<file path="config.mk">
export PLATFORM = sky130hd
export DESIGN_NAME = ps2_key_decoder
export DESIGN_NICKNAME = d
export VERILOG_FILES = /design/src/rtl/ps2_key_decoder.sv
export SDC_FILE = /design/constraint.sdc
export NUM_CORES = 1
export LEC_CHECK = 0
export CORE_ASPECT_RATIO = 1.25
export CORE_MARGIN = 2
export CORE_UTILIZATION = 49
export DETAILED_ROUTE_END_ITERATION = 7
export PLACE_DENSITY = 0.69
export SLEW_MARGIN = 20
export SYNTH_ARGS = -nofsm -noshare
export SYNTH_HDL_FRONTEND = slang
export SYNTH_SLANG_ARGS = --single-unit
</file>
<file path="constraint.sdc">
create_clock -name clk -period 1.95 [get_ports clk]
set_input_delay 0.195 -clock clk [delete_from_list [all_inputs] [get_ports clk]]
set_output_delay 0.195 -clock clk [all_outputs]
set_load 0.05 [all_outputs]
</file>
<file path="src/rtl/ps2_key_decoder.sv">
// PS/2 set-2 scan-code decoder: tracks F0/E0 prefixes, Shift and Caps Lock,
// translates make codes to ASCII and queues them in a first-word-fall-through FIFO.
module ps2_key_decoder #(
   parameter int         FIFO_AW      = 2,
   parameter bit         EMIT_UNKNOWN = 1'b1,
   parameter logic [7:0] UNKNOWN_CHAR = 8'h2a
) (
   input  logic       clk,
   input  logic       reset,
   input  logic [7:0] scan_code,
   input  logic       scan_valid,
   input  logic       rd,
   input  logic       clr_ovf,
   output logic [7:0] rd_data,
   output logic       empty,
   output logic       full,
   output logic       shift,
   output logic       caps_lock,
   output logic       overflow
);

   localparam int DEPTH = 2 ** FIFO_AW;

   typedef enum logic [1:0] {IDLE, BRK, EXT, EXT_BRK} state_t;

   state_t             state;
   logic               shift_l, shift_r;
   logic [7:0]         mem [DEPTH];
   logic [FIFO_AW:0]   wr_ptr, rd_ptr;
   logic               map_hit, is_letter;
   logic [7:0]         base_ch, xlat_ch;
   logic               push_req, do_push, do_pop;
   logic [7:0]         push_data;

   // Returns {hit, unshifted lowercase ASCII}.
   function automatic logic [8:0] base_map(input logic [7:0] code);
      case (code)
         8'h45: return {1'b1, 8'h30};  8'h16: return {1'b1, 8'h31};
         8'h1e: return {1'b1, 8'h32};  8'h26: return {1'b1, 8'h33};
         8'h25: return {1'b1, 8'h34};  8'h2e: return {1'b1, 8'h35};
         8'h36: return {1'b1, 8'h36};  8'h3d: return {1'b1, 8'h37};
         8'h3e: return {1'b1, 8'h38};  8'h46: return {1'b1, 8'h39};
         8'h1c: return {1'b1, 8'h61};  8'h32: return {1'b1, 8'h62};
         8'h21: return {1'b1, 8'h63};  8'h23: return {1'b1, 8'h64};
         8'h24: return {1'b1, 8'h65};  8'h2b: return {1'b1, 8'h66};
         8'h34: return {1'b1, 8'h67};  8'h33: return {1'b1, 8'h68};
         8'h43: return {1'b1, 8'h69};  8'h3b: return {1'b1, 8'h6a};
         8'h42: return {1'b1, 8'h6b};  8'h4b: return {1'b1, 8'h6c};
         8'h3a: return {1'b1, 8'h6d};  8'h31: return {1'b1, 8'h6e};
         8'h44: return {1'b1, 8'h6f};  8'h4d: return {1'b1, 8'h70};
         8'h15: return {1'b1, 8'h71};  8'h2d: return {1'b1, 8'h72};
         8'h1b: return {1'b1, 8'h73};  8'h2c: return {1'b1, 8'h74};
         8'h3c: return {1'b1, 8'h75};  8'h2a: return {1'b1, 8'h76};
         8'h1d: return {1'b1, 8'h77};  8'h22: return {1'b1, 8'h78};
         8'h35: return {1'b1, 8'h79};  8'h1a: return {1'b1, 8'h7a};
         8'h0e: return {1'b1, 8'h60};  8'h4e: return {1'b1, 8'h2d};
         8'h55: return {1'b1, 8'h3d};  8'h54: return {1'b1, 8'h5b};
         8'h5b: return {1'b1, 8'h5d};  8'h5d: return {1'b1, 8'h5c};
         8'h4c: return {1'b1, 8'h3b};  8'h52: return {1'b1, 8'h27};
         8'h41: return {1'b1, 8'h2c};  8'h49: return {1'b1, 8'h2e};
         8'h4a: return {1'b1, 8'h2f};  8'h29: return {1'b1, 8'h20};
         8'h5a: return {1'b1, 8'h0d};  8'h66: return {1'b1, 8'h08};
         default: return 9'h000;
      endcase
   endfunction

   // Shifted form of a non-letter; space, Enter and Backspace pass through.
   function automatic logic [7:0] shift_map(input logic [7:0] ch);
      case (ch)
         8'h31: return 8'h21;  8'h32: return 8'h40;  8'h33: return 8'h23;
         8'h34: return 8'h24;  8'h35: return 8'h25;  8'h36: return 8'h5e;
         8'h37: return 8'h26;  8'h38: return 8'h2a;  8'h39: return 8'h28;
         8'h30: return 8'h29;  8'h60: return 8'h7e;  8'h2d: return 8'h5f;
         8'h3d: return 8'h2b;  8'h5b: return 8'h7b;  8'h5d: return 8'h7d;
         8'h5c: return 8'h7c;  8'h3b: return 8'h3a;  8'h27: return 8'h22;
         8'h2c: return 8'h3c;  8'h2e: return 8'h3e;  8'h2f: return 8'h3f;
         default: return ch;
      endcase
   endfunction

   assign shift = shift_l | shift_r;

   always_comb begin
      {map_hit, base_ch} = base_map(scan_code);
      is_letter = (base_ch >= 8'h61) && (base_ch <= 8'h7a);
      if (is_letter)
         xlat_ch = (shift ^ caps_lock) ? (base_ch - 8'h20) : base_ch;
      else if (shift)
         xlat_ch = shift_map(base_ch);
      else
         xlat_ch = base_ch;
   end

   // Push request for the byte presented this cycle, using pre-update modifiers.
   always_comb begin
      push_req  = 1'b0;
      push_data = xlat_ch;
      if (scan_valid) begin
         case (state)
            IDLE: begin
               if (!(scan_code inside {8'hf0, 8'he0, 8'h12, 8'h59, 8'h58})) begin
                  if (map_hit) begin
                     push_req = 1'b1;
                  end else if (EMIT_UNKNOWN) begin
                     push_req  = 1'b1;
                     push_data = UNKNOWN_CHAR;
                  end
               end
            end
            EXT: begin
               if (scan_code == 8'h5a) begin
                  push_req  = 1'b1;
                  push_data = 8'h0d;
               end else if (scan_code == 8'h4a) begin
                  push_req  = 1'b1;
                  push_data = 8'h2f;
               end
            end
            default: push_req = 1'b0;
         endcase
      end
   end

   always_ff @(posedge clk or posedge reset) begin
      if (reset) begin
         state     <= IDLE;
         shift_l   <= 1'b0;
         shift_r   <= 1'b0;
         caps_lock <= 1'b0;
      end else if (scan_valid) begin
         case (state)
            IDLE: begin
               case (scan_code)
                  8'hf0: state <= BRK;
                  8'he0: state <= EXT;
                  8'h12: shift_l <= 1'b1;
                  8'h59: shift_r <= 1'b1;
                  8'h58: caps_lock <= ~caps_lock;
                  default: state <= IDLE;
               endcase
            end
            BRK: begin
               if (scan_code == 8'h12) shift_l <= 1'b0;
               if (scan_code == 8'h59) shift_r <= 1'b0;
               state <= IDLE;
            end
            EXT:     state <= (scan_code == 8'hf0) ? EXT_BRK : IDLE;
            default: state <= IDLE;
         endcase
      end
   end

   // Pointers carry a wrap bit so full and empty are distinguishable.
   assign empty   = (wr_ptr == rd_ptr);
   assign full    = (wr_ptr == {~rd_ptr[FIFO_AW], rd_ptr[FIFO_AW-1:0]});
   assign do_pop  = rd && !empty;
   assign do_push = push_req && (!full || do_pop);
   assign rd_data = mem[rd_ptr[FIFO_AW-1:0]];

   always_ff @(posedge clk) begin
      if (do_push) mem[wr_ptr[FIFO_AW-1:0]] <= push_data;
   end

   always_ff @(posedge clk or posedge reset) begin
      if (reset) begin
         wr_ptr   <= '0;
         rd_ptr   <= '0;
         overflow <= 1'b0;
      end else begin
         if (do_push) wr_ptr <= wr_ptr + 1'b1;
         if (do_pop)  rd_ptr <= rd_ptr + 1'b1;
         if (push_req && !do_push) overflow <= 1'b1;
         else if (clr_ovf)         overflow <= 1'b0;
      end
   end

endmodule

</file>
==> flow_summary.ini, run 1 <==
[floorplanning]
die_y_um = 101
pin_count = 26
die_w_um = 81.7
start_util = 0.502
placementRows = 35

[yosys]
ys_seq_area_frac = 0.341
synth_cell_types = 80
ys.flop_type = edfxtp_1
syn-num-nets = 425
syn-cell-area_sq_um = 3690
synth_edf_count = 32
synth_top_area_cell = edfxtp_1
ys_ff_latch = 44
yosysWarnings = 0
synthArstFlopShare = 0.273
synth_cells = 398
avgSynthCellArea_sq_um = 9.28
netlist.area_leader.share = 0.260
synth.area.top_cells = edfxtp_1 (26%), dfrtp_1 (8.1%), mux4_2 (4.9%), ha_1 (4.7%), nand2_1 (3.8%)

[placed_design]
routabilityCongestion = 0.973
dp_worst_setup_slack_ns = -1.98
dp.cells = 624
port_buffers = 25
dp_hpwl_um = 9620

[status]
status = stopped before the end
lastStage = global routing (5_1_grt)
error_line = [ERROR GRT-0232] Routing congestion too high. Check the congestion heatmap in the GUI.

[cts]
hold_buffers = 0
cts-root-buf = clkbuf_8
h-tree-depth = 2
clock_sinks = 44
cts.path.max_buffers = 2
cts_inserted_buffers = 5

[global_route]
grt-ovfl-total = 3
track_usage = 0.558
grt_max_degree = 16

[sta]
grt_worst_setup_endpoint = mem[0][4]$_DFFE_PP_/D
worst_endpoint_kind = register input
metal layers:
metal,GRT usage,overflow
met1,0.580,0
met2,0.798,2
met3,0.258,0
met5,0,0
met4,0.556,1
stage by stage:
| step | TNS (ns) | cell area [sq um] |
|---|---|---|
| after global placement | -94.35 | 5040 |
| after CTS | -24.48 | 6330 |
| after detailed placement | -98.64 | 5040 |
| after floorplan | -24.67 | 3850 |
cells by family after synthesis:
logic type | share of synthesized area
multiplexers | 0.0735
buffers and inverters | 0.0576
adder cells (fa/ha/maj) | 0.0474
AO/OA/AOI/OAI | 0.224
XOR/XNOR | 0.0213
flip-flops | 0.341
AND/OR/NAND/NOR | 0.235
timing repair:
| action | 4_1_cts |
|---|---|
| pin swaps | 77 |
| gates cloned | 3 |
| setup buffers | 54 |
| endpoints found under the setup margin | 69 |
| hold endpoints to repair | 0 |
| gates resized for setup | 201 |
cell usage after synthesis (6+ instances only):
cell type / n
nor2_1: 31
dfrtp_1: 12
a21oi_1: 20
nand2b_1: 8
edfxtp_1: 32
and2_1: 8
nor4_1: 9
ha_1: 14
nor3_1: 13
nor2b_1: 9
mux2i_1: 8
clkbuf_1: 8
o211ai_1: 8
nand2_1: 37
inv_1: 13
nand3_1: 16
o21ai_0: 12
mux4_2: 8
buf_2: 8
a31oi_1: 6
==> run 2: changes to the inputs <==
--- a/config.mk
+++ b/config.mk
@@ -5,11 +5,10 @@
 export SDC_FILE = /design/constraint.sdc
 export NUM_CORES = 1
 export LEC_CHECK = 0
-export CORE_ASPECT_RATIO = 1.25
 export CORE_MARGIN = 2
-export CORE_UTILIZATION = 49
+export CORE_UTILIZATION = 34
 export DETAILED_ROUTE_END_ITERATION = 7
-export PLACE_DENSITY = 0.69
+export PLACE_DENSITY_LB_ADDON = 0.15
 export SLEW_MARGIN = 20
 export SYNTH_ARGS = -nofsm -noshare
 export SYNTH_HDL_FRONTEND = slang
==> constraint.sdc (replaced) <==
create_clock -name clk -period 2.5 [get_ports clk]
set_input_delay 0.25 -clock clk [delete_from_list [all_inputs] [get_ports clk]]
set_output_delay 0.25 -clock clk [all_outputs]
set_load 0.05 [all_outputs]
==> run 2 against run 1 <==
The flow now finishes, with violations (negative setup slack). Synthesized area is the same. Synthesized cell count unchanged.
==> flow_summary.ini, run 2 <==
[yosys]
synth.area.top_cells = edfxtp_1 (26%), dfrtp_1 (8.1%), mux4_2 (4.9%), ha_1 (4.7%), nand2_1 (3.8%)
synthArstFlopShare = 0.273
yosysWarnings = 0
ys_seq_area_frac = 0.341
avgSynthCellArea_sq_um = 9.28
synth_cells = 398
synth_top_area_cell = edfxtp_1
syn-cell-area_sq_um = 3690
ys_ff_latch = 44
netlist.area_leader.share = 0.260
ys.flop_type = edfxtp_1
synth_cell_types = 80
post-synth-top-count-cell = nand2_1
synth_common_cells = nand2_1 (37), edfxtp_1 (32), nor2_1 (31)
synth_edf_count = 32
syn-num-nets = 425

[critical_path]
cp-startpoint = scan_code[1]
required_ns = 2.55
endpoint = mem[1][4]
crit_fanout = 6
ff2ff_path_depth = 6
arrival_ns = 2.87
criticalPathCategory = input port to flip-flop
r2r-end = mem[1][0]
startpoint_type = input port
r2r_slack_ns = 0.49
r2r_start = shift_r
cp-end-kind = flip-flop

[global_route]
grt_pass1_wl_um = 20400
grt_antenna_before_repair = 0
grt-ovfl-total = 0
grt_pass1_vias = 3895
track_usage = 0.221
grt_max_degree = 15

[sta]
timing.final.ws_setup_ns = -0.322
slew_headroom = 0.606
setup_viol = 32
max_freq_mhz = 354
fin_crit_ns = 2.82
finClkSkew_ns = 0.00927
final_max_slew_viol_count = 0
hold_slack_ns = 0.238
finalHoldViolCount = 0
min_period_over_period = 1.13
rsz0062_at_grt = yes
tightestPinTransition_ns = 0.586

[drt]
firstDrtPassIters = 5
viasPerCell = 5.47
routed_wl_um = 13000
vias = 3976
drtAntennaViolNets = 0
wire_per_inst_um = 17.8
drtIter0Drc = 427
drc_errors = 0

[cts]
cts_inserted_buffers = 5
cts.reportedPaths.clkPinSlew_ns = 0.08
insertion_delay_ns = 0.30
clock_sinks = 44
cts-root-buf = clkbuf_8
cts.path.max_buffers = 2
h-tree-depth = 2
cts_tree = done
hold_buffers = 0

[placed_design]
dp.cells = 674
routabilityCongestion = 0.975
dp_hpwl_um = 9130
dp_worst_setup_slack_ns = -1.29
port_buffers = 25

[status]
violations = negative setup slack
status = finished, violations left

[finish]
largest_register_ffs = 32
fillCellCount = 888
postLayoutCoreUtil = 0.585
layout_common_cells = buf_4 (150), nand2_1 (32), edfxtp_1 (32)
n_antenna_cell = 0
fin_cells = 727
final_common_cell = buf_4
nets = 613
drive_above_1_share = 0.532
area_growth_pct = 69.4

[floorplanning]
die_y_um = 108
die_w_um = 108
pin_count = 26
placementRows = 38
start_util = 0.345
die_area_sq_um = 11700
core-area_sq_um = 10700

[worst_hold_path]
min_path_type = input port to asynchronous set/reset pin

[pwr]
p_total_mw = 3.71
p_leak_nw = 2.50
p_per_area_nw_per_um2 = 593
peakVddDrop_uv = 644

[run]
drv_cap = 0
[run 2: cell counts after synthesis]
No cell type changed its count.
[run 2: worst max-delay path: stages]
cell,delay (ns)
buf_8,0.13
inv_8,0.07
ha_4,0.16
nand2_1,0.08
buf_4,0.15
a32o_2,0.25
a211oi_4,0.32
or3_4,0.25
buf_6,0.12
a211oi_2,0.05
o211ai_1,0.25
and4_4,0.30
a21oi_4,0.07
buf_6,0.15
a32o_2,0.27
[run 2: what timing repair did]
item	4_1_cts	5_1_grt
gates resized for setup	123	40
endpoints found under the hold margin	0	0
gates cloned	2	1
endpoints found under the setup margin	68	65
pin swaps	36	36
setup buffers	29	17
[run 2: layer usage]
metal / track usage / vias up / wire length [um]
met5: 0 / - / 0
met4: 0.0760 / 0 / 329
met3: 0.0193 / 23 / 561
met2: 0.390 / 139 / 6550
met1: 0.284 / 1908 / 5530
li1: - / 1906 / -
[run 2: where the power goes]
group          switching, mW  internal [mW]  leakage (nW)
Clock                  0.233          0.296        0.0558
Combinational           1.17          0.941          2.00
Sequential             0.102          0.976         0.447
[run 2: worst min path at each step]
stage | cells past startpoint | slack [ns] | to | start
floorplan | 1 | 0.11 | caps_lock | reset
global placement | 2 | 0.46 | shift_l | shift_l
detailed placement | 1 | 0.48 | wr_ptr[2] | wr_ptr[2]
CTS | 2 | 0.26 | rd_ptr[1] | reset
global route | 2 | 0.31 | rd_ptr[1] | reset
finish | 2 | 0.24 | rd_ptr[1] | reset
[run 2: cells by family after synthesis]
family                     count (synthesis)  synth area share
and+or+nand+nor                          163             0.235
DFF                                       44             0.341
muxes                                     17            0.0735
AOI/OAI and AO/OA                        109             0.224
xor gates and xnor gates                   9            0.0213
adders and majority gates                 14            0.0474
buffers and inverters                     42            0.0576
[run 2: area by class of cell]
cell class / instances / area, sq um / share of cell area
multi-input combinational: 312 / 2750 / 0.440
timing repair buffer: 206 / 1880 / 0.300
sequential: 44 / 1260 / 0.202
tap: 140 / 175 / 0.0280
inverter: 17 / 83.8 / 0.0134
clock buffer: 5 / 68.8 / 0.0110
clock inverter: 3 / 42.5 / 0.00680
[run 2: through the flow]
stage	setup TNS (ns)	area [sq um]
2_1_floorplan	-8.86	3820
3_3_place_gp	-64.33	5180
3_5_place_dp	-64.97	5180
4_1_cts	-6.17	5960
5_1_grt	-10.46	6260
6_report	-7.92	6260
Power figures use the tool's default switching activity.
==> RTL change (flow settings as in run 2) <==
Encoding of `state_t`: now one-hot (4 bits for 4 states).
--- a/src/rtl/ps2_key_decoder.sv
+++ b/src/rtl/ps2_key_decoder.sv
@@ -21,7 +21,7 @@
 
    localparam int DEPTH = 2 ** FIFO_AW;
 
-   typedef enum logic [1:0] {IDLE, BRK, EXT, EXT_BRK} state_t;
+   typedef enum logic [3:0] {IDLE = 4'b0001, BRK = 4'b0010, EXT = 4'b0100, EXT_BRK = 4'b1000} state_t;
 
    state_t             state;
    logic               shift_l, shift_r;
Function: same outputs for any inputs over 4 cycles, from zero or initial values and one cycle with reset high; so few cycles prove little.
==> RTL change against run 2 <==
The run still ends with negative setup slack left; worst setup slack lost 0.069 ns; non-clock buffer count shrank 19; sequential cell count grew 2; critical endpoint is now mem[3][6]; synthesized area grew 3.0%; power shrank 3.9%; routed wire length shrank 11%; fmax shrank 2.4%; synthesized cell count shrank 1.5%; final area shrank 1.9%; cell count shrank 3.7%.
==> RTL change: results (changes against run 2) <==
- DP Cell Count: 654 (was 674)
- Post-Route M1 WL: 4993 µm (was 5532 µm)
- XOR/XNOR Fraction of Synth Area: 0.02071 (was 0.02133)
- First-pass GRT wire length: 18880 µm (was 20440 µm)
- Final worst slack: -0.3908 ns (was -0.3217 ns)
- FF-to-FF Start: state[1] (was shift_r)
- Routability Congestion: 0.8900 (was 0.9749)
- Post-synth net total: 419 (was 425)
- Total negative slack: -8.155 ns (was -7.921 ns)
- Synth area leaders: edfxtp_1 25%, dfrtp_1 8.5%, mux4_2 4.7% (was edfxtp_1 26%, dfrtp_1 8.1%, mux4_2 4.9%)
- Worst rel slew slack: 0.6507 (was 0.6060)
- Post-synthesis adder-cell area fraction: 0.04602 (was 0.04741)
- GRT Total Usage: 0.2021 (was 0.2213)
- Post-DP HPWL: 8542 µm (was 9131 µm)
- Most instantiated cells after synthesis: 38 x nand2_1, 32 x edfxtp_1, 30 x nor2_1 (was 37 x nand2_1, 32 x edfxtp_1, 31 x nor2_1)
- Met2 wire length: 5929 µm (was 6552 µm)
- Share of layout cells above drive strength 1: 0.5214 (was 0.5315)
- DR WL met3: 470 µm (was 561 µm)
- Failing checks: negative setup slack (unchanged)
- Crit path to: mem[3][6] (was mem[1][4])
- Pre-antenna DRT Iters: 4 (was 5)
- Starting DRT DRC Count: 270 (was 427)
- Post-synthesis mux area share: 0.07396 (was 0.07348)
- Final setup fails: 32 (unchanged)
- Outcome: finished, violations left (unchanged)
- Clk pwr share: 0.126 (was 0.142)
- WHS: 0.2695 ns (was 0.2384 ns)
-- RTL change: cell types whose count changed in the layout (fill, tap and decap cells not counted), moves of 5 or more --
cell / change
mux2i_1: -5
or2_2: -5
nand3_1: -8
buf_6: -7
nand2b_1: +8
buf_4: -13
a21o_1: +5
-- RTL change: routing by layer --
| layer | vias up | global-route usage |
|---|---|---|
| met5 | - | 0 |
| met4 | 0 | 0.05877 |
| met1 | 1804 | 0.2550 |
| met2 | 90 | 0.3642 |
| met3 | 19 | 0.01838 |
| li1 | 1820 | - |
-- RTL change: what timing repair did --
item,4_1_cts,5_1_grt
endpoints found under the setup margin,64,32
gates resized for setup,105,43
pin swaps,27,24
setup buffers,27,15
gates cloned,1,0
-- RTL change: final cells by class --
cell class / instances / area [µm²]
Inverter: 15 / 70.07
Fill cell: 937 / 4746
Clock inverter: 3 / 21.27
Sequential cell: 46 / 1313
Clock buffer: 5 / 68.82
Timing Repair Buffer: 187 / 1659
Tap cell: 140 / 175.2
Multi-Input combinational cell: 304 / 2835
